$ cat config.mk
export PLATFORM = sky130hd
export DESIGN_NAME = cmd_track_adder
export DESIGN_NICKNAME = d
export VERILOG_FILES = /design/src/rtl/cmd_track_adder.sv
export SDC_FILE = /design/constraint.sdc
export NUM_CORES = 1
export LEC_CHECK = 0
export ABC_AREA = 1
export CAP_MARGIN = 10
export CORE_MARGIN = 2
export CORE_UTILIZATION = 36
export DETAILED_ROUTE_END_ITERATION = 8
export SYNTH_ARGS = -nofsm -noshare
export SYNTH_HDL_FRONTEND = slang
export SYNTH_SLANG_ARGS = --single-unit
$ cat constraint.sdc
create_clock -name CLOCK -period 2.95 [get_ports CLOCK]
set_clock_uncertainty 0.05 [all_clocks]
set_input_delay 0.59 -clock CLOCK [delete_from_list [all_inputs] [get_ports CLOCK]]
set_output_delay 0.59 -clock CLOCK [all_outputs]
set_load 0.02 [all_outputs]
$ cat src/rtl/cmd_track_adder.sv
// -----------------------------------------------------------------------------
// cmd_track_adder
// Bit-serial recirculating command-register track with a windowed serial adder.
// One word circulates through a WORD_BITS-deep delay line, LSB first, one bit
// per clock. LOAD / ADD / CLEAR / NOP ops are requested through a valid/ready
// handshake and each one is applied to exactly one whole word circulation. The
// finished word is captured in parallel on word_q.
//
// Ports
//   CLOCK      in   bit-time clock, all state updates on the rising edge
//   rst        in   asynchronous active-high reset
//   op_valid   in   op request
//   op_ready   out  high when no op is pending or executing
//   op_code    in   00 NOP (recirculate), 01 LOAD, 10 ADD, 11 CLEAR
//   op_inc     in   ADD: carry-in of 1 injected at bit ADD_LO
//   op_short   in   ADD: window ends at ALT_HI instead of ADD_HI
//   op_blk     in   force the top bit (WORD_BITS-1) of the op word to 0
//   din        in   LOAD serial data, sampled at bit time bt
//   addend     in   ADD serial addend, used only inside the add window
//   bt         out  current bit time 0..WORD_BITS-1
//   word_end   out  high when bt == WORD_BITS-1
//   dout       out  tail of the delay line (bit written one word ago)
//   busy       out  op word in progress
//   done       out  one-cycle pulse on the last bit of an op word
//   ovf        out  carry out of the add window end (registered)
//   word_q     out  parallel copy of the last completed op word
//   dbg_state  out  handshake FSM state (0 idle, 1 pending, 2 busy)
//
// Handshake: an op is transferred on a rising edge where op_valid and op_ready
// are both high; the op fields are latched on that edge and op_ready is low
// from the next cycle until the cycle after done. op_valid while op_ready is
// low is ignored, never queued.
// -----------------------------------------------------------------------------
module cmd_track_adder #(
   parameter int WORD_BITS = 29,
   parameter int ADD_LO    = 2,
   parameter int ADD_HI    = 28,
   parameter int ALT_HI    = 21,
   localparam int BT_W     = (WORD_BITS > 1) ? $clog2(WORD_BITS) : 1
) (
   input  logic                 CLOCK,
   input  logic                 rst,
   input  logic                 op_valid,
   output logic                 op_ready,
   input  logic [1:0]           op_code,
   input  logic                 op_inc,
   input  logic                 op_short,
   input  logic                 op_blk,
   input  logic                 din,
   input  logic                 addend,
   output logic [BT_W-1:0]      bt,
   output logic                 word_end,
   output logic                 dout,
   output logic                 busy,
   output logic                 done,
   output logic                 ovf,
   output logic [WORD_BITS-1:0] word_q,
   output logic [1:0]           dbg_state
);

   if (!(ADD_LO >= 0 && ADD_LO <= ALT_HI && ALT_HI <= ADD_HI &&
         ADD_HI <= WORD_BITS - 1 && WORD_BITS >= 2)) begin : g_bad_params
      $error("cmd_track_adder: need 0 <= ADD_LO <= ALT_HI <= ADD_HI <= WORD_BITS-1, WORD_BITS >= 2");
   end

   localparam logic [1:0] OP_NOP   = 2'b00;
   localparam logic [1:0] OP_LOAD  = 2'b01;
   localparam logic [1:0] OP_ADD   = 2'b10;
   localparam logic [1:0] OP_CLEAR = 2'b11;

   localparam logic [BT_W-1:0] BT_LAST   = BT_W'(WORD_BITS - 1);
   localparam logic [BT_W-1:0] BT_ADD_LO = BT_W'(ADD_LO);
   localparam logic [BT_W-1:0] BT_ADD_HI = BT_W'(ADD_HI);
   localparam logic [BT_W-1:0] BT_ALT_HI = BT_W'(ALT_HI);

   typedef enum logic [1:0] {
      S_IDLE = 2'd0,
      S_PEND = 2'd1,
      S_BUSY = 2'd2
   } state_t;

   state_t                state, state_nx;
   logic [WORD_BITS-1:0]  line;
   logic                  carry;
   logic [1:0]            op_code_q;
   logic                  op_inc_q;
   logic                  op_short_q;
   logic                  op_blk_q;

   logic                  accept;
   logic                  start;
   logic                  u;
   logic                  w;
   logic                  cin;
   logic                  carry_nx;
   logic                  in_win;
   logic                  win_end;
   logic [BT_W-1:0]       win_hi;

   assign word_end  = (bt == BT_LAST);
   assign dout      = line[0];
   assign dbg_state = state;

   // ---------------------------------------------------------------------------
   // Handshake FSM: state register
   // ---------------------------------------------------------------------------
   always_ff @(posedge CLOCK or posedge rst) begin
      if (rst) state <= S_IDLE;
      else     state <= state_nx;
   end

   // Next state: an op accepted on the word_end edge goes straight to BUSY so
   // it owns the very next word.
   always_comb begin
      state_nx = state;
      unique case (state)
         S_IDLE:  if (op_valid) state_nx = word_end ? S_BUSY : S_PEND;
         S_PEND:  if (word_end) state_nx = S_BUSY;
         S_BUSY:  if (word_end) state_nx = S_IDLE;
         default: state_nx = S_IDLE;
      endcase
   end

   // Outputs
   always_comb begin
      op_ready = (state == S_IDLE);
      busy     = (state == S_BUSY);
      done     = (state == S_BUSY) && word_end;
      accept   = (state == S_IDLE) && op_valid;
      start    = word_end && ((state == S_PEND) || accept);
   end

   // ---------------------------------------------------------------------------
   // Serial datapath for the current bit time
   // ---------------------------------------------------------------------------
   always_comb begin
      u        = line[0];
      w        = line[0];
      carry_nx = 1'b0;
      win_hi   = op_short_q ? BT_ALT_HI : BT_ADD_HI;
      in_win   = busy && (op_code_q == OP_ADD) &&
                 (bt >= BT_ADD_LO) && (bt <= win_hi);
      win_end  = in_win && (bt == win_hi);
      // The increment replaces the running carry at the first window bit.
      cin      = (bt == BT_ADD_LO) ? op_inc_q : carry;

      if (busy) begin
         unique case (op_code_q)
            OP_LOAD:  u = din;
            OP_CLEAR: u = 1'b0;
            default:  u = line[0];
         endcase
      end

      if (in_win) begin
         w        = u ^ addend ^ cin;
         carry_nx = (u & addend) | (u & cin) | (addend & cin);
      end else begin
         w        = u;
      end

      // Block bit: top bit of an op word is written as 0 whatever the op.
      if (busy && op_blk_q && word_end) w = 1'b0;
   end

   // ---------------------------------------------------------------------------
   // Sequential state
   // ---------------------------------------------------------------------------
   always_ff @(posedge CLOCK or posedge rst) begin
      if (rst) begin
         bt         <= '0;
         line       <= '0;
         carry      <= 1'b0;
         ovf        <= 1'b0;
         word_q     <= '0;
         op_code_q  <= OP_NOP;
         op_inc_q   <= 1'b0;
         op_short_q <= 1'b0;
         op_blk_q   <= 1'b0;
      end else begin
         bt   <= word_end ? '0 : bt + BT_W'(1);
         // New bit enters at the head; it reaches line[0] (dout) one word later.
         line <= {w, line[WORD_BITS-1:1]};

         // Carry only travels inside the window and is dropped at its end,
         // so it never wraps into bits above the window or into bit 0.
         carry <= (in_win && !win_end) ? carry_nx : 1'b0;

         if (accept) begin
            op_code_q  <= op_code;
            op_inc_q   <= op_inc;
            op_short_q <= op_short;
            op_blk_q   <= op_blk;
         end

         if (start)        ovf <= 1'b0;
         else if (win_end) ovf <= carry_nx;

         // On the done edge the shifted line is exactly the word just written.
         if (done) word_q <= {w, line[WORD_BITS-1:1]};
      end
   end

endmodule

# ---- Word level (Yosys, flattened, before mapping)
# Index checks and enable logic that the tools add are counted.
dict set report classes {
  addsub 1
  order_cmp 2
  n_eq_ne 11
  muxes 16
  bitwise_logic 7
  reduce_logical 15
}
# op n
set op_table {}
lappend op_table {{1-bit logical AND} 10}
lappend op_table {{1-bit two-way mux} 8}
lappend op_table {{2-bit two-way mux} 4}
lappend op_table {{2-bit equality test (second input constant)} 3}
lappend op_table {{2-bit != test (second input constant)} 3}
lappend op_table {{2-bit case mux with 3 select lines} 1}
lappend op_table {{5-bit by 1-bit adder with 5-bit output (second input constant)} 1}
lappend op_table {{5-bit by 2-bit equality test with 1-bit output (second input constant)} 1}
lappend op_table {{5-bit equality test} 1}
lappend op_table {{5-bit equality test (second input constant)} 1}
lappend op_table {{5-bit by 2-bit greater-or-equal comparator with 1-bit output (second input constant)} 1}
lappend op_table {{5-bit <= comparator} 1}
lappend op_table {{5-bit two-way mux} 1}
lappend op_table {{2-bit by 1-bit equality test with 1-bit output (second input constant)} 2}
lappend op_table {{4-bit two-way mux} 1}
lappend op_table {{1-bit bitwise AND} 3}
lappend op_table {{3-bit AND reduction} 1}
lappend op_table {{2-bit logical NOT} 1}
lappend op_table {{1-bit bitwise OR} 2}
lappend op_table {{1-bit case mux with 2 select lines} 1}
lappend op_table {{2-bit nonzero test} 1}
lappend op_table {{1-bit XOR} 2}
lappend op_table {{1-bit logical NOT} 1}
lappend op_table {{1-bit logical OR} 1}
dict set report totals {
  regBits 72
  input_bits 10
}

# ---- Depth between registers and ports, before layout
# Gate-level depths: netlist (run 1).
dict set report logic_depth {
  ltp_word 9
  mapped_depth 12
  mapped_depth_nobuf 12
}

# ---- Worst setup path after synthesis (run 1)
# Ideal clock, no wire load.
dict set report synth_path {
  path_kind {flip-flop to flip-flop}
  from {register state[0], in the netlist dbg_state[0]}
  to {register word_q[28]}
  t_arrival_ns 1.861
  required_time_ns 2.782
  slack_ns 0.921
  path_stages_with_launch 12
  n_path_buf 0
  cell_sequence {dfrtp_1 > inv_1 > nand2_2 > inv_1 > nand2_1 > o21ai_1 > inv_1 > fa_1 > inv_1 > nand3_2 > nand4_1 > nand2_1}
}
dict set report synth_between {
  elab_chain_len 6
}
# element line_no
set synth_lines {}
lappend synth_lines {{start: declaration} 82} ;# state_t state, state_nx;
lappend synth_lines {{start signal: assignment} 109} ;# else state <= state_nx;
lappend synth_lines {{2-bit equality test (*)} 127} ;# busy = (state == S_BUSY);
lappend synth_lines {{via busy} 54} ;# output logic busy,
lappend synth_lines {{1-bit two-way mux or 1-bit logical AND (tied branches)} {147, 141}}
lappend synth_lines {{1-bit XOR or 1-bit logical AND (tied branches)} {156, 141}}
lappend synth_lines {{1-bit XOR or 1-bit logical AND (tied branches)} {156, 142}}
lappend synth_lines {{1-bit two-way mux} 155} ;# if (in_win) begin
lappend synth_lines {{1-bit two-way mux} 163} ;# if (busy && op_blk_q && word_end) w = 1'b0;
lappend synth_lines {{end signal: assignment} 200} ;# if (done) word_q <= {w, line[WORD_BITS-1:1]};
lappend synth_lines {{end: declaration} 57} ;# output logic [WORD_BITS-1:0] word_q,
# Mark *: on every way through the listed nets, which the timed path passes. The rest lies on a longest branch.
# A chain may end at the register's enable or synchronous reset.

# ---- Worst setup path in the final report (run 1)
dict set report layout_path {
  from {register bt[1]}
  to {output done}
}
dict set report layout_between {
  elab_chain_len 2
}
# element line_no
set layout_lines {}
lappend layout_lines {{start: declaration} 51} ;# output logic [BT_W-1:0] bt,
lappend layout_lines {{start signal: assignment} 181} ;# bt <= word_end ? '0 : bt + BT_W'(1);
lappend layout_lines {{5-bit equality test} 100} ;# assign word_end = (bt == BT_LAST);
lappend layout_lines {{1-bit logical AND} 128} ;# done = (state == S_BUSY) && word_end;
lappend layout_lines {{end: declaration} 55} ;# output logic done,
# Every way passes these cells.

==> results of run 1 <==
-- logic make-up after synthesis --
family	synth area share (%)
DFF	67.8
muxes	0.847
AOI/OAI and AO/OA	2.73
xor gates and xnor gates	0.330
adders and majority gates	3.11
and+or+nand+nor	20.7
buffers and inverters	4.47
-- metrics by stage --
step | cells | hold slack [ns]
floorplan | 252 | 0.304
global placement | 399 | 0.309
detailed placement | 399 | 0.310
CTS | 415 | 0.323
global route | 415 | 0.335
finish | 415 | 0.319
-- worst max-delay path, stage by stage (launching register included) --
cell and delay (ns):
sky130_fd_sc_hd__dfrtp_1 0.49, sky130_fd_sc_hd__inv_1 0.09, sky130_fd_sc_hd__ha_1 0.15, sky130_fd_sc_hd__nand2_2 0.08, sky130_fd_sc_hd__nor2_4 0.24, sky130_fd_sc_hd__clkdlybuf4s50_1 0.66
-- cells in the mapped netlist --
cell / n / share of area [%]
sky130_fd_sc_hd__nand2_2: 2 / 0.47
sky130_fd_sc_hd__dfrtp_1: 72 / 68
sky130_fd_sc_hd__nor3_1: 2 / 0.38
sky130_fd_sc_hd__or2_2: 1 / 0.24
sky130_fd_sc_hd__a2111oi_0: 1 / 0.33
sky130_fd_sc_hd__buf_4: 3 / 0.85
sky130_fd_sc_hd__nand3_2: 3 / 1.1
sky130_fd_sc_hd__ha_1: 5 / 2.4
sky130_fd_sc_hd__inv_1: 17 / 2.4
sky130_fd_sc_hd__nand2_1: 101 / 14
sky130_fd_sc_hd__nand3_1: 4 / 0.75
sky130_fd_sc_hd__buf_2: 2 / 0.38
sky130_fd_sc_hd__o21ai_1: 1 / 0.19
sky130_fd_sc_hd__inv_2: 3 / 0.42
sky130_fd_sc_hd__nand4_1: 1 / 0.24
sky130_fd_sc_hd__nor2_4: 2 / 0.85
sky130_fd_sc_hd__o21bai_1: 2 / 0.56
sky130_fd_sc_hd__buf_6: 1 / 0.42
sky130_fd_sc_hd__o21ai_0: 1 / 0.19
sky130_fd_sc_hd__nor2_1: 17 / 2.4
sky130_fd_sc_hd__xor2_1: 1 / 0.33
sky130_fd_sc_hd__mux2_2: 2 / 0.85
sky130_fd_sc_hd__fa_1: 1 / 0.75
sky130_fd_sc_hd__o21ai_2: 1 / 0.33
sky130_fd_sc_hd__a21oi_1: 6 / 1.1
-- power groups by stage --
stage	Combinational, W	Sequential (W)	Clock [W]
6_report	0.000123	0.00118	0.000850
5_1_grt	0.000147	0.00119	0.000918
4_1_cts	0.000126	0.00118	0.000882
3_5_place_dp	0.000124	0.00119	0
3_3_place_gp	0.000119	0.00120	0
2_1_floorplan	0.0000841	0.00117	0
-- registers in the layout (all words and copies together) (netlist names) --
name        cells
line           29
word_q         29
bt              5
dbg_state       2
op_code_q       2
carry           1
op_blk_q        1
op_inc_q        1
op_short_q      1
ovf             1
-- layout by cell type, fill, tap and decap left out, drive strengths merged --
cell / count
a2111oi: 1
a21oi: 6
buf: 3
bufinv: 2
clkbuf: 10
clkdlybuf4s50: 51
clkinv: 1
clkinvlp: 2
dfrtp: 72
fa: 1
ha: 5
inv: 21
mux2: 2
nand2: 103
nand3: 7
nand4: 1
nor2: 19
nor3: 2
o21ai: 3
o21bai: 2
or2: 1
xor2: 1
-- area by class of cell --
| class | instances | share of cell area (%) |
|---|---|---|
| Tap cell | 99 | 3.54 |
| Timing Repair Buffer | 54 | 15.6 |
| Clock inverter | 6 | 2.64 |
| Inverter | 20 | 2.14 |
| Sequential cell | 72 | 51.4 |
| Multi-Input combinational cell | 154 | 21.0 |
| Clock buffer | 10 | 3.64 |
-- metal layers --
| layer | GRT usage [%] | vias up | part of all wire (%) | wire [µm] |
|---|---|---|---|---|
| met4 | 7.69 | 0 | 2.0 | 104 |
| met3 | 4.27 | 8 | 4.8 | 250 |
| met2 | 22.2 | 49 | 47 | 2420 |
| met1 | 18.8 | 853 | 47 | 2430 |
| li1 | - | 891 | - | - |
| met5 | 0 | - | 0 | 0 |
-- final timing paths --
check / slack [ns] / end
worst max-delay path: 0.25 / done
worst min-delay path: 0.32 / line[7]
worst max register to register: 0.88 / line[28]
worst min register to register: 0.32 / line[7]
max in group asynchronous: 1.67 / word_q[11]
min in group asynchronous: 0.57 / word_q[20]
==> reports/metrics.csv, run 1 <==
stage;metric;value;unit
layout;Antenna diodes;0;
detailed_routing;routed length per placed instance;12.5;µm
worst_setup_path;data arrival time at the worst-slack endpoint;2.06;ns
yosys;synthesis warning total;0;
layout;layout cells sized above 1;10.4;%
clock_network;number of buffers added for setup after CTS;0;
layout;area of the multi-input gates;737;µm²
place;pre-CTS worst setup slack;0.550;ns
yosys;part of the Yosys area used for sequential elements;67.8;%
power;power share of the sequential group;54.7;%
power;share of total power in combinational logic;5.7;%
clock_network;number of clock buffers inserted by TritonCTS;9;
floorplan;Starting Density;36.8;%
clock_network;clock-pin slew reported for the worst setup and hold paths after clock tree synthesis;0.08;ns
timing;RSZ-0062 raised after global routing;no;
yosys;net count after synthesis;268;
power;P per Cell Area;613;mW/mm²
place;instance area at placement;0.00328;mm²
min_path;hold path startpoint;line[8];
yosys;cell count after synthesis;252;
power;total design power;0.00215;W
power;Clock power frac;39.5;%
global_route;pin count of the biggest net entering global routing;35;
power;switching part of the total power;23.7;%
clock_network;clock tree from TritonCTS;yes;
power;leakage component of the power;1.77;nW
detailed_routing;number of DRC markers in iteration 0;78;
yosys;per-instance average area after synthesis;10.5;µm²
layout;final non-filler cell area;0.00350;mm²
timing;headroom to the max-slew limit;62.6;%
yosys;unique cell type count in the Yosys netlist;25;
min_path;class of the worst hold path;reg -> reg;
timing;Setup violations, final;0;
floorplan;Die X;89.9;µm
power;Int Pwr;0.00164;W
global_route;vias in the first global route;1926;
worst_setup_path;R2R cell count;8;
worst_setup_path;Crit path required time;2.31;ns
global_route;gr usage total;14.5;%
layout;synthesis-to-finish area growth;31.8;%
clock_network;clk sinks;72;
layout;final standard cell utilization of the core;48.6;%
clock_network;root buffer cell;sky130_fd_sc_hd__clkbuf_8;
clock_network;post_cts resized;0;
clock_network;count of hold buffers inserted by post-cts repair;0;
clock_network;Clock H-tree levels;3;
worst_setup_path;Crit. End Element;output port;
floorplan;vertical die dimension;89.9;µm
detailed_routing;Routed WL;5210;µm
yosys;netlist area before placement;0.00266;mm²
power;sw power;0.000510;W
place;routability congestion estimate;0.871;
floorplan;number of cell rows;31;
layout;combined flip-flop and latch cell area;0.00180;mm²
run;# Max-Cap Violations;0;
place;total half-perimeter wirelength after legalization and detailed placement;3540;µm
timing;sum of negative setup slack;0;ns
layout;fin nets;327;
layout;Fill cells;696;
worst_setup_path;worst-path maximum fanout;10;
yosys;flip-flop and latch count after synthesis;72;
power;maximum resistive drop on vdd;0.298;mV
worst_setup_path;launch instance of the worst register-to-register path;bt[1];
global_route;global-route wire length before repair;9180;µm
timing;count of final hold-check violations;0;
worst_setup_path;kind of critical path;reg -> out;
detailed_routing;iteration count of the initial detailed-routing pass;4;
timing;measured slew at the worst slew-check pin;0.560;ns
timing;final count of pins violating max slew;0;
timing;worst path setup slack after routing;0.252;ns
floorplan;Ports;52;
worst_setup_path;startpoint type of the worst setup path;flip-flop;
worst_setup_path;Worst Setup SP;bt[1];
place;IO buf count;51;
global_route;antenna violations before repair;0;
detailed_routing;total number of vias;1801;
floorplan;Core Area;0.00721;mm²
timing;final critical-path share of the clock period;91.5;%
detailed_routing;detailed-route DRC error count;0;
timing;fin crit period;2.70;ns
detailed_routing;number of routed nets with antenna violations;0;
outcome;status;finished, final reports clean;
detailed_routing;via density per instance;4.34;
clock_network;Clock Latency Late Sink;0.34;ns
clock_network;Max Root-Sink Buffers;2;
timing;fmax;0.371;GHz
min_path;Hold Path Stages;0;
floorplan;total die area;0.00809;mm²
global_route;global route overflow;0;
No activity file was read; power rests on OpenSTA's default activity.
==> run 2, diff against run 1 <==
--- a/config.mk
+++ b/config.mk
@@ -9,6 +9,7 @@
 export CAP_MARGIN = 10
 export CORE_MARGIN = 2
 export CORE_UTILIZATION = 36
+export CTS_CLUSTER_SIZE = 30
 export DETAILED_ROUTE_END_ITERATION = 8
 export SYNTH_ARGS = -nofsm -noshare
 export SYNTH_HDL_FRONTEND = slang
==> results of run 2 <==
Same layout as run 1: the final DEF is identical, and so are final timing and power.
==> run 3, diff against run 2 <==
--- a/config.mk
+++ b/config.mk
@@ -7,10 +7,14 @@
 export LEC_CHECK = 0
 export ABC_AREA = 1
 export CAP_MARGIN = 10
+export CELL_PAD_IN_SITES_DETAIL_PLACEMENT = 0
+export CELL_PAD_IN_SITES_GLOBAL_PLACEMENT = 1
 export CORE_MARGIN = 2
 export CORE_UTILIZATION = 36
 export CTS_CLUSTER_SIZE = 30
 export DETAILED_ROUTE_END_ITERATION = 8
+export PLACE_DENSITY_LB_ADDON = 0.1
+export SKIP_LAST_GASP = 1
 export SYNTH_ARGS = -nofsm -noshare
 export SYNTH_HDL_FRONTEND = slang
 export SYNTH_SLANG_ARGS = --single-unit
==> reports/metrics.csv, run 3 (synthesized netlist as in run 1, its figures left out) <==
stage;metric;value;unit;change
outcome;status;finished, final reports clean;;
floorplan;number of cell rows;31;;unchanged
layout;Antenna diodes;0;;unchanged
worst_setup_path;r2r setup slk;0.96;ns;+0.08 ns
worst_setup_path;worst-path maximum fanout;8;;-2
layout;leading cell types in the layout, fill and taps excluded;sky130_fd_sc_hd__nand2_1, sky130_fd_sc_hd__dfrtp_1, sky130_fd_sc_hd__clkdlybuf4s50_1;;
global_route;vias in the first global route;1854;;-3.7%
place;instance area at placement;0.00327;mm²;-0.38%
layout;combined flip-flop and latch cell area;0.00180;mm²;unchanged
worst_setup_path;delay of the slowest cell on the worst path;0.65;ns;about the same
power;sw power;0.000510;W;about the same
timing;RSZ-0062 raised after global routing;no;;
clock_network;clk sinks;72;;unchanged
place;IO buf count;51;;unchanged
timing;fmax;0.377;GHz;+1.7%
power;P per Cell Area;573;mW/mm²;-6.6%
worst_setup_path;Worst Setup SP;bt[1];;
timing;headroom to the max-slew limit;63.1;%;+0.50 points
detailed_routing;iteration count of the initial detailed-routing pass;4;;unchanged
timing;measured slew at the worst slew-check pin;0.553;ns;-0.00675 ns
floorplan;Starting Density;36.8;%;unchanged
detailed_routing;total number of vias;1754;;-2.6%
worst_setup_path;chain of cells forming the critical path;inv_1 -> ha_1 -> nand2_2 -> inv_1 -> clkdlybuf4s50_1;;
timing;sum of negative setup slack;0;ns;unchanged
worst_setup_path;kind of critical path;reg -> out;;
clock_network;Max Root-Sink Buffers;2;;unchanged
timing;fin crit period;2.65;ns;-0.0440 ns
worst_setup_path;Crit path required time;2.31;ns;about the same
power;power share of the sequential group;59.6;%;+4.9 points
clock_network;root buffer cell;sky130_fd_sc_hd__clkbuf_8;;
worst_setup_path;destination of the worst register-to-register timing path;word_q[28];;
global_route;global route overflow;0;;unchanged
worst_setup_path;startpoint type of the worst setup path;flip-flop;;
layout;fin nets;327;;unchanged
layout;synthesis-to-finish area growth;29.6;%;
clock_network;Clock Latency Late Sink;0.33;ns;about the same
detailed_routing;number of DRC markers in iteration 0;67;;-14%
clock_network;clock tree from TritonCTS;yes;;
global_route;global-route wire length before repair;8990;µm;-2.1%
floorplan;vertical die dimension;89.9;µm;unchanged
layout;Fill cells;709;;+1.9%
global_route;antenna violations before repair;0;;unchanged
min_path;hold endpoint;line[25];;
timing;final count of pins violating max slew;0;;unchanged
timing;Setup violations, final;0;;unchanged
detailed_routing;routed length per placed instance;12.3;µm;-2.3%
worst_setup_path;launch instance of the worst register-to-register path;bt[1];;
floorplan;Core Area;0.00721;mm²;unchanged
min_path;hold path startpoint;line[26];;
power;Int Pwr;0.00146;W;-11%
worst_setup_path;Crit. End Element;output port;;
worst_setup_path;library cell appearing most often on the critical path;sky130_fd_sc_hd__inv_1;;
floorplan;Die X;89.9;µm;unchanged
run;# Max-Cap Violations;0;;unchanged
place;routability congestion estimate;0.839;;-3.6%
detailed_routing;via density per instance;4.23;;-2.6%
global_route;gr usage total;14.0;%;-0.55 points
layout;area of the multi-input gates;737;µm²;unchanged
layout;leading registers by flop count;line: 29 flops, word_q: 29 flops, bt: 5 flops;;
layout;final non-filler cell area;0.00344;mm²;-1.7%
floorplan;Ports;52;;unchanged
clock_network;post_cts resized;0;;unchanged
worst_setup_path;data arrival time at the worst-slack endpoint;2.01;ns;-0.05 ns
layout;most common cell after layout, fill and taps aside;sky130_fd_sc_hd__nand2_1;;
detailed_routing;number of routed nets with antenna violations;0;;unchanged
worst_setup_path;Top delay family on crit path;buffers and inverters;;
detailed_routing;detailed-route DRC error count;0;;unchanged
global_route;pin count of the biggest net entering global routing;45;;+29%
power;Clock power frac;34.4;%;-5.1 points
worst_setup_path;number of buffers and inverters on the critical path;3;;+1
power;leakage component of the power;1.74;nW;-1.6%
worst_setup_path;Slowest-stage cell, CP;sky130_fd_sc_hd__clkdlybuf4s50_1;;
detailed_routing;Routed WL;5090;µm;-2.3%
timing;final critical-path share of the clock period;90.0;%;-1.5 points
worst_setup_path;R2R cell count;8;;unchanged
clock_network;number of buffers added for setup after CTS;0;;unchanged
power;switching part of the total power;25.9;%;+2.1 points
power;maximum resistive drop on vdd;0.218;mV;-27%
min_path;class of the worst hold path;reg -> reg;;
power;share of total power in combinational logic;5.9;%;+0.2 points
place;total half-perimeter wirelength after legalization and detailed placement;3410;µm;-3.8%
floorplan;total die area;0.00809;mm²;unchanged
min_path;Hold Path Stages;0;;unchanged
layout;layout cells sized above 1;10.4;%;unchanged
clock_network;clock-pin slew reported for the worst setup and hold paths after clock tree synthesis;0.08;ns;about the same
clock_network;count of hold buffers inserted by post-cts repair;0;;unchanged
clock_network;number of clock buffers inserted by TritonCTS;9;;unchanged
timing;count of final hold-check violations;0;;unchanged
clock_network;Clock H-tree levels;3;;unchanged
## run 3: changes by cell type in the layout (fill, tap and decap cells not counted)
cell	before	now
sky130_fd_sc_hd__clkinvlp_4	2	3
sky130_fd_sc_hd__buf_4	2	3
sky130_fd_sc_hd__bufinv_16	2	0
sky130_fd_sc_hd__buf_12	1	0
sky130_fd_sc_hd__clkinv_2	0	1
## run 3: power groups by stage
stage                     registers [W]  clock network (W)  logic [W]
after floorplan                 0.00117                  0  0.0000841
after global placement          0.00120                  0   0.000119
after detailed placement        0.00119                  0   0.000119
after CTS                       0.00118           0.000711   0.000120
after global routing            0.00119           0.000757   0.000138
final                           0.00118           0.000679   0.000116
## run 3: cell type report
| class | instances | area share (%) |
|---|---|---|
| sequential | 72 | 52.3 |
| tap | 99 | 3.60 |
| clock inverter | 6 | 1.31 |
| multi-input combinational | 154 | 21.4 |
| inverter | 20 | 2.18 |
| clock buffer | 10 | 3.71 |
| timing repair buffer | 54 | 15.5 |
## run 3: layer usage
layer	wire, µm	global-route usage [%]
met5	0	0
met4	110	6.54
met3	201	3.44
met2	2110	19.4
met1	2660	20.7
## run 3: through the flow
stage	setup slack, ns	instances	util (%)	hold WS [ns]	power (W)
global route	0.187	415	47.7	0.335	0.00209
floorplan	0.485	252	-	0.304	0.00126
CTS	0.295	415	47.7	0.328	0.00201
global placement	0.639	399	45.3	0.309	0.00131
detailed placement	0.620	399	45.3	0.312	0.00131
finish	0.296	415	47.7	0.326	0.00197
## run 3: worst max-delay path by stage
stage / depth (start not counted) / to / slack (ns)
2_1_floorplan: 1 / bt[0] / 0.49
3_3_place_gp: 10 / line[28] / 0.64
3_5_place_dp: 10 / line[28] / 0.62
4_1_cts: 5 / word_end / 0.29
5_1_grt: 5 / word_end / 0.19
6_report: 5 / word_end / 0.30
==> edit: new RTL, flow settings as in run 1 <==
Reset style: synchronous (`rst`), changed in 2 clocked blocks. Comments in the files are not updated.
--- a/src/rtl/cmd_track_adder.sv
+++ b/src/rtl/cmd_track_adder.sv
@@ -104,7 +104,7 @@
    // ---------------------------------------------------------------------------
    // Handshake FSM: state register
    // ---------------------------------------------------------------------------
-   always_ff @(posedge CLOCK or posedge rst) begin
+   always_ff @(posedge CLOCK) begin
       if (rst) state <= S_IDLE;
       else     state <= state_nx;
    end
@@ -166,7 +166,7 @@
    // ---------------------------------------------------------------------------
    // Sequential state
    // ---------------------------------------------------------------------------
-   always_ff @(posedge CLOCK or posedge rst) begin
+   always_ff @(posedge CLOCK) begin
       if (rst) begin
          bt         <= '0;
          line       <= '0;
Function: differs if rst is asserted again (counterexample within 4 cycles, from zero or initial values and one cycle with rst high); with rst held inactive, the same outputs for 10 cycles.
==> edit against run 1 <==
  * Sequential share of layout area down 8.9 points
  * Area after synthesis is 2.8% lower
  * Sequential cell count is the same
  * Power fell by 9.4%
  * Setup slack improved by 0.18 ns
  * Routed wire length is 5.9% lower
  * Cell count rose by 7.7%
  * Final area is 3.3% lower
  * Largest power group unchanged
==> edit: results (changes against run 1) <==
| Metric | Value |
|---|---|
| CP max stage cell | clkdlybuf4s50_1 |
| TritonRoute pass-1 iters | 6 (+2) |
| Layout cells sized above 1 | 11.7% (+1.2 points) |
| Syn Nets | 309 (+15%) |
| CP Data Arrival Time | 1.88 ns (-0.18 ns) |
| Port-buffer cells | 51 (unchanged) |
| Hold WC Path Type | reg2reg |
| Warnings, synthesis | 0 (unchanged) |
| Outcome | complete, no violations |
| Commonest cells in the netlist | 72 x dfxtp_1, 51 x nor2_1, 48 x inv_1, 20 x o21ai_0, 19 x o21ai_1 |
| N_diodes | 0 (unchanged) |
| Max VDD drop | 0.000299 V (+0.41%) |
| CP Max Fanout | 5 (-5) |
| Psw | 0.000426 W (-16%) |
| CP top delay family | buffers and inverters |
| Nets | 362 (+11%) |
| Overall Global Routing Usage | 14.2% (-0.32 points) |
| Asr flop ratio synth | 0% (-100 points) |
| First-pass GRT wire length | 8.51 mm (-7.3%) |
| Largest net degree at the start of global routing | 60 (+71%) |
| Measured slew at the worst slew-check pin | 0.674 ns (+0.114 ns) |
| Post-DP HPWL | 3.21 mm (-9.3%) |
| Maximum buffer depth of the clock tree | 2 (unchanged) |
| DR WL/cell | 11.0 µm (-13%) |
| Num CTS Buffers | 9 (unchanged) |
| Register area share after synthesis | 55.8% (-12 points) |
| Crit path largest cell delay | 0.61 ns (-0.05 ns) |
| CTS resizes | 0 (unchanged) |
| Via/cell ratio | 4.32 (-0.56%) |
| Initial antenna violation count | 0 (unchanged) |
| Post-Route M1 WL | 2.30 mm (-5.4%) |
| Htree depth | 3 (unchanged) |
| Top Layer Used | met4 |
| DR WL met3 | 290 µm (+16%) |
| # Post-CTS Setup Buffers | 0 (unchanged) |
| Detail Route Antenna Nets | 0 (unchanged) |
| Drt initial violations | 43 (-45%) |
| Biggest regs | line x29, word_q x29, bt x5 |
| Clock latency on the worst-skew pair | 0.34 ns (about the same) |
| Routed met2 length | 2.23 mm (-7.9%) |
| Vias in the first global route | 1876 (-2.6%) |
| LEAKAGE | 1.34 nW (-24%) |
| GRT overflow | 0 (unchanged) |
| Clock-pin slew on the worst setup and hold paths | 0.08 ns (about the same) |
| Synth top area cells | dfxtp_1 56%, nor2_1 7.4%, inv_1 7.0% |
| GP Congestion | 0.786 (-9.7%) |
| CTS Root Cell | clkbuf_8 |
| Synth unique cells | 24 (-4.0%) |
-- edit: cell count changes in the layout (fill, tap and decap cells not counted), sizes merged, moves of 2 or more --
cell / change
o21ai: +36
nand2: -87
inv: +29
nor2: +33
dfxtp: +72
o21bai: -2
a21oi: +27
dfrtp: -72
nand3: +2
-- edit: final timing paths --
kind                  startpoint                 endpoint  slack (ns)  depth (start not counted)
min          line[11]$_SDFF_PP0_      line[10]$_SDFF_PP0_        0.38                          2
max reg2reg     bt[0]$_SDFF_PP0_  word_q[28]$_SDFFE_PP0P_        0.85                          9
max             bt[0]$_SDFF_PP0_                     done        0.43                          5
min reg2reg  line[11]$_SDFF_PP0_      line[10]$_SDFF_PP0_        0.38                          2
-- edit: worst register-to-register path: stages (launching register included) --
cell,delay (ns)
dfxtp_1,0.41
inv_1,0.11
ha_1,0.22
nand3_1,0.09
mux2_2,0.35
fa_1,0.48
inv_1,0.04
nand3_1,0.08
nand3_2,0.09
a21oi_1,0.11
-- edit: through the flow --
step           hold slack (ns)  power, W  std cells  instance area [µm²]  setup slack (ns)
2_1_floorplan            0.360   0.00106        293                 2580             0.819
3_3_place_gp             0.367   0.00110        431                 3160             0.650
3_5_place_dp             0.367   0.00110        431                 3160             0.587
4_1_cts                  0.379   0.00198        447                 3390             0.389
5_1_grt                  0.399   0.00203        447                 3390             0.325
6_report                 0.377   0.00195        447                 3390             0.430
-- edit: power by group through the flow --
stage | Sequential, W | Combinational (W) | Clock (W)
floorplan | 0.00102 | 0.0000454 | 0
global placement | 0.00101 | 0.0000863 | 0
detailed placement | 0.00102 | 0.0000874 | 0
CTS | 0.000992 | 0.0000880 | 0.000900
global route | 0.000995 | 0.0000979 | 0.000938
finish | 0.000992 | 0.0000862 | 0.000868
-- edit: kinds of logic (layout without fill, tap and decap cells) --
| family | after synthesis | in the layout | synth area share, % |
|---|---|---|---|
| DFF | 72 | 72 | 55.8 |
| and+or+nand+nor | 79 | 79 | 13.4 |
| buffers and inverters | 61 | 119 | 10.1 |
| muxes | 1 | 1 | 0.436 |
| xor gates and xnor gates | 1 | 1 | 0.339 |
| AOI/OAI and AO/OA | 73 | 73 | 16.8 |
| adders and majority gates | 6 | 6 | 3.20 |
-- edit: cell type report --
cell class	count	area [µm²]
flip-flops and latches	72	1440
repair buffers	54	533
fillers	665	3480
inverters	49	184
well taps	96	120
clock inverters	6	91.3
multi-input cells	160	882
clock buffers	10	138
-- edit: metal layers --
layer  track usage (%)  vias up
li1                  -     1026
met1              17.0      856
met3              5.78        8
met2              22.9       39
met5                 0        -
met4              5.37        0
